===== src/rtl/uart_tx_arbiter.sv =====
`default_nettype none
// ============================================================================
// Module   : uart_tx_arbiter
// Purpose  : Round-robin arbiter sharing one uart_tx transmitter between
//            NUM_REQ on-chip requesters. Latches the winner's byte, drives the
//            tx_external start handshake, follows uart_busy through the
//            transmitter's ack/retransmit sequence, and returns a one-cycle
//            done pulse (plus err on timeout) to the winner.
// Ports    : clk, reset      - clock, synchronous active-high reset
//            req, req_data   - per-requester request level and byte
//            grant, done     - one-hot owner, one-cycle completion pulse
//            err             - timeout indication, coincident with done
//            tx_data,tx_start- to uart_tx data_in / tx_external
//            uart_busy       - from uart_tx
//            arb_busy        - arbiter is not idle
// Revision : 1.0 - initial release
// ============================================================================
module uart_tx_arbiter #(
  parameter int          NUM_REQ       = 3,
  parameter int          START_TIMEOUT = 16,
  parameter logic [23:0] DONE_TIMEOUT  = 24'hFFFFFF
) (
  input  logic                 clk,
  input  logic                 reset,
  input  logic [NUM_REQ-1:0]   req,
  input  logic [8*NUM_REQ-1:0] req_data,
  output logic [NUM_REQ-1:0]   grant,
  output logic [NUM_REQ-1:0]   done,
  output logic                 err,
  output logic [7:0]           tx_data,
  output logic                 tx_start,
  input  logic                 uart_busy,
  output logic                 arb_busy
);

  localparam int               IDX_W       = $clog2(NUM_REQ);
  localparam logic [IDX_W-1:0] LAST_RESET  = IDX_W'(NUM_REQ - 1);
  localparam logic [23:0]      START_LIMIT = 24'(START_TIMEOUT - 1);
  localparam logic [23:0]      DONE_LIMIT  = DONE_TIMEOUT - 24'd1;

  typedef enum logic [1:0] {
    S_IDLE      = 2'd0,
    S_ISSUE     = 2'd1,
    S_WAIT_DONE = 2'd2,
    S_RELEASE   = 2'd3
  } state_t;

  state_t               state_q, state_d;
  logic [NUM_REQ-1:0]   grant_q, grant_d;
  logic [NUM_REQ-1:0]   done_q, done_d;
  logic                 err_q, err_d;
  logic [7:0]           tx_data_q, tx_data_d;
  logic                 tx_start_q, tx_start_d;
  logic                 arb_busy_q, arb_busy_d;
  logic [23:0]          timer_q, timer_d;
  logic [IDX_W-1:0]     last_q, last_d;
  logic [IDX_W-1:0]     owner_q, owner_d;
  logic                 tmo_q, tmo_d;

  logic                 win_found;
  logic [IDX_W-1:0]     win_idx;

  // (base + offs) mod NUM_REQ; offs never exceeds NUM_REQ so one wrap suffices.
  function automatic logic [IDX_W-1:0] rr_index(input logic [IDX_W-1:0] base,
                                                input int               offs);
    int sum;
    sum = int'(base) + offs;
    if (sum >= NUM_REQ) sum = sum - NUM_REQ;
    return IDX_W'(sum);
  endfunction

  // Round-robin search starting just after the previous winner, so the
  // previous winner itself has the lowest priority.
  always_comb begin
    win_found = 1'b0;
    win_idx   = '0;
    for (int k = 1; k <= NUM_REQ; k++) begin
      if (!win_found && req[rr_index(last_q, k)]) begin
        win_found = 1'b1;
        win_idx   = rr_index(last_q, k);
      end
    end
  end

  always_comb begin
    state_d    = state_q;
    grant_d    = grant_q;
    done_d     = '0;
    err_d      = 1'b0;
    tx_data_d  = tx_data_q;
    tx_start_d = tx_start_q;
    timer_d    = timer_q;
    last_d     = last_q;
    owner_d    = owner_q;
    tmo_d      = tmo_q;

    case (state_q)
      S_IDLE: begin
        if (win_found) begin
          owner_d    = win_idx;
          grant_d    = NUM_REQ'(1) << win_idx;
          // Byte is captured once here; the requester may change it afterwards.
          tx_data_d  = req_data[{win_idx, 3'b000} +: 8];
          tx_start_d = 1'b1;
          timer_d    = '0;
          state_d    = S_ISSUE;
        end
      end

      S_ISSUE: begin
        tx_start_d = 1'b1;
        timer_d    = timer_q + 24'd1;
        if (uart_busy) begin
          // Drop the start request immediately so uart_tx does not re-send
          // the byte when it returns to idle.
          tx_start_d = 1'b0;
          timer_d    = '0;
          state_d    = S_WAIT_DONE;
        end else if (timer_q == START_LIMIT) begin
          tx_start_d = 1'b0;
          tmo_d      = 1'b1;
          state_d    = S_RELEASE;
        end
      end

      S_WAIT_DONE: begin
        tx_start_d = 1'b0;
        timer_d    = timer_q + 24'd1;
        if (!uart_busy) begin
          state_d = S_RELEASE;
        end else if (timer_q == DONE_LIMIT) begin
          tmo_d   = 1'b1;
          state_d = S_RELEASE;
        end
      end

      S_RELEASE: begin
        done_d  = grant_q;
        err_d   = tmo_q;
        grant_d = '0;
        tmo_d   = 1'b0;
        timer_d = '0;
        last_d  = owner_q;
        state_d = S_IDLE;
      end

      default: begin
        state_d = S_IDLE;
      end
    endcase

    arb_busy_d = (state_d != S_IDLE);
  end

  always_ff @(posedge clk) begin
    if (reset) begin
      state_q    <= S_IDLE;
      grant_q    <= '0;
      done_q     <= '0;
      err_q      <= 1'b0;
      tx_data_q  <= '0;
      tx_start_q <= 1'b0;
      arb_busy_q <= 1'b0;
      timer_q    <= '0;
      last_q     <= LAST_RESET;
      owner_q    <= '0;
      tmo_q      <= 1'b0;
    end else begin
      state_q    <= state_d;
      grant_q    <= grant_d;
      done_q     <= done_d;
      err_q      <= err_d;
      tx_data_q  <= tx_data_d;
      tx_start_q <= tx_start_d;
      arb_busy_q <= arb_busy_d;
      timer_q    <= timer_d;
      last_q     <= last_d;
      owner_q    <= owner_d;
      tmo_q      <= tmo_d;
    end
  end

  assign grant    = grant_q;
  assign done     = done_q;
  assign err      = err_q;
  assign tx_data  = tx_data_q;
  assign tx_start = tx_start_q;
  assign arb_busy = arb_busy_q;

endmodule
`default_nettype wire


===== config.mk =====
export PLATFORM = sky130hd
export DESIGN_NAME = uart_tx_arbiter
export DESIGN_NICKNAME = d
export VERILOG_FILES = /design/src/rtl/uart_tx_arbiter.sv
export SDC_FILE = /design/constraint.sdc
export NUM_CORES = 1
export LEC_CHECK = 0
export CORE_MARGIN = 4
export CORE_UTILIZATION = 53
export CTS_CLUSTER_SIZE = 28
export DETAILED_ROUTE_END_ITERATION = 10
export HOLD_SLACK_MARGIN = 0.08
export PLACE_DENSITY = 0.86
export SLEW_MARGIN = 20
export SYNTH_ARGS = -nofsm -noshare
export SYNTH_HDL_FRONTEND = slang
export SYNTH_SLANG_ARGS = --single-unit

===== constraint.sdc =====
create_clock -name clk -period 3.3 [get_ports clk]
set_input_delay 0.66 -clock clk [delete_from_list [all_inputs] [get_ports clk]]
set_output_delay 0.66 -clock clk [all_outputs]
set_load 0.01 [all_outputs]

==> metrics.txt <==
outcome=completed; maximum VDD drop=0.000249 V; worst reg-to-reg path cell count=8; antenna cells=0; Critical R2R Launch=last_q[0]; hold_ws=0.504 ns; Worst Path Arrival=3.09 ns; max incr delay on CP=0.55 ns; LEAKAGE=1.24 nW; Crit. End Element=flip-flop; clock skew=0.0108 ns; IO Pins=47; die area=0.00637 mm²; count of flip-flops with a built-in enable after synthesis=0; Slew Viols, Final=0; post-route ant nets=0; power density over cell area=419 mW/mm²; Initial Util=0.564; Place WS=0.425 ns; CTS H-tree depth=2; number of global-route vias before repair=2,571; DR WL/cell=16.5 µm; Mapped Cells=328; placed cells=435; FF-to-FF End=tx_data[4]; XOR/XNOR Fraction of Synth Area=0.0128; GP Congestion=0.863; CTS Hold Buffers Added=0; Core Area=0.00485 mm²; largest net degree at the start of global routing=23; RSZ-0062 raised after global routing=no; Final TNS setup=0 ns; post-CTS setup buffer count=0; first-pass GRT wire length=11.7 mm; Yosys warning count=0; main combinational cell family by area after synthesis=simple AND/OR/NAND/NOR gates; critical path class=flip-flop to flip-flop; Routed WL=7.31 mm; final hold viol count=0; Pwr Total=1.43 mW; CTS tree=built; Synth Area in Compound Gates=0.246; Post-Layout Cell Count=443; Final setup viols=0; worst setup path start=last_q[0]; Syn Nets=368; initial antenna violation count=0; Slew @ Worst Pin=0.685 ns; post-synthesis adder-cell area fraction=0.0457; Rows=25; cts bufs inserted=5; DR vias/cell=6.38; startpoint types=flip-flop; async set-reset flop share out of synthesis=0; Buf/Inv on CP=2; HPWL Detailed=5.18 mm; layout net count=415; Yosys reg bits=48; Port Buffers=46; worst reg-to-reg setup slack=0.39 ns; Top FF cell, synth=dfxtp_1; Seq/Total Area, Yosys=0.351; P&R area growth vs syn=24.2%; number of library cell types mapped by synthesis=58; Crit path depth=8; share of cells above drive strength 1=0.109; kind of cell adding the most delay to the critical path=simple AND/OR/NAND/NOR gates; post-synthesis mux area share=0.0242; Die Span X=79.8 µm; Hold Path Class=flip-flop to flip-flop; crit path cell chain=inv_1 > ha_1 > or2b_1 > a32o_2 > or4_1 > buf_4 > nand4_1 > a41oi_1; TritonCTS Sinks=48; post-route setup slack=0.387 ns; GR Util All Layers=0.226; Root Buffer=clkbuf_8; Crit path required time=3.48 ns; clock latency on the worst-skew pair=0.31 ns; worst-path maximum fanout=12; synthesized area=0.00274 mm²; grt ovf=0; Initial DRT Pass Iterations=5; slowest CP cell=ha_1; maxcap violations=0; simple-gate share of the synthesized area=0.262; post-layout minimum cycle time=2.91 ns; # DRC=0; Bufs on Longest Clock Path=2; Via Count=2,825; die height=79.8 µm; mean post-synth cell area=8.34 µm²; CP endpoint=tx_data[4]; worst rel slew slack=0.541; 1st-iter DRT viols=167; Reg clk slew, reported paths=0.10 ns; top achievable clock speed=343 MHz; final worst-path cycle share=0.883; post-CTS resize count=0
## cells in the final DEF (no fill, tap or decap), types with 2 or more instances in the layout
cell	count
a21oi_1	24
nor4_1	8
clkdlybuf4s50_1	46
or2b_1	2
or3_1	9
dfxtp_1	48
and3_1	9
clkbuf_8	5
mux2i_1	4
buf_4	14
xnor2_1	2
o31ai_1	13
nor2_1	13
xor2_1	2
a31o_2	2
and4_4	2
nor3_1	7
nand2_1	22
or4_1	11
o211ai_1	5
a41oi_1	9
a31oi_1	2
nand3_1	7
o21a_1	3
nor2b_1	3
inv_1	15
o41ai_1	2
ha_1	10
or2_2	4
o21ai_1	3
o21ai_0	27
nand4_1	16
## layout make-up
type,count,area [µm²]
clock buffers,5,68.8
flip-flops and latches,48,961
fillers,398,1450
multi-input cells,245,1620
clock inverters,3,42.5
repair buffers,60,566
well taps,67,83.8
inverters,15,56.3
## synth_stat cells (7+ instances only)
cell type	instances	area share
nor4_1	8	0.018
nand4_1	16	0.037
o31ai_1	13	0.036
or4_1	11	0.030
or3_1	9	0.021
inv_1	15	0.021
nand3_1	7	0.013
o21ai_0	28	0.051
a21oi_1	24	0.044
nor2_1	13	0.018
nand2_1	22	0.030
clkbuf_1	12	0.016
nor3_1	8	0.015
a41oi_1	9	0.029
ha_1	10	0.046
dfxtp_1	48	0.35
and3_1	9	0.021
## routing by layer
layer	vias up	track usage	wire length (µm)
met3	21	0.0429	356
met1	1359	0.291	3240
met2	98	0.381	3580
met4	0	0.0726	130
met5	-	0	0
li1	1347	-	-
## worst min-delay path by stage
stage / from / to / slack [ns] / depth (start not counted)
after floorplan: owner_q[1] / last_q[1] / 0.44 / 2
after global placement: owner_q[1] / owner_q[1] / 0.47 / 2
after detailed placement: tmo_q / err / 0.48 / 1
after CTS: tmo_q / err / 0.51 / 1
after global routing: tmo_q / err / 0.52 / 1
final: tmo_q / err / 0.50 / 1
## kinds of logic after synthesis
logic type | after synthesis
AOI/OAI and AO/OA | 102
xor gates and xnor gates | 4
adders and majority gates | 10
buffers and inverters | 35
DFF | 48
muxes | 6
and+or+nand+nor | 123
## stage by stage
step | area, µm² | utilization
2_1_floorplan | 2740 | -
3_3_place_gp | 3290 | 0.678
3_5_place_dp | 3290 | 0.678
4_1_cts | 3400 | 0.701
5_1_grt | 3400 | 0.701
6_report | 3400 | 0.701
## power breakdown
| part | switching, mW | internal, mW |
|---|---|---|
| sequential | 0.0281 | 0.623 |
| combinational | 0.169 | 0.170 |
| clock | 0.211 | 0.224 |
## sequential cells by signal, summed over array words and instances (netlist names)
register and cells:
last_q 2, tx_start 1, tx_data 8, timer_q 24, err 1, done 3
grant 3, tmo_q 1, owner_q 2, arb_busy 1, state_q 2
No activity file was read; power rests on OpenSTA's default activity.
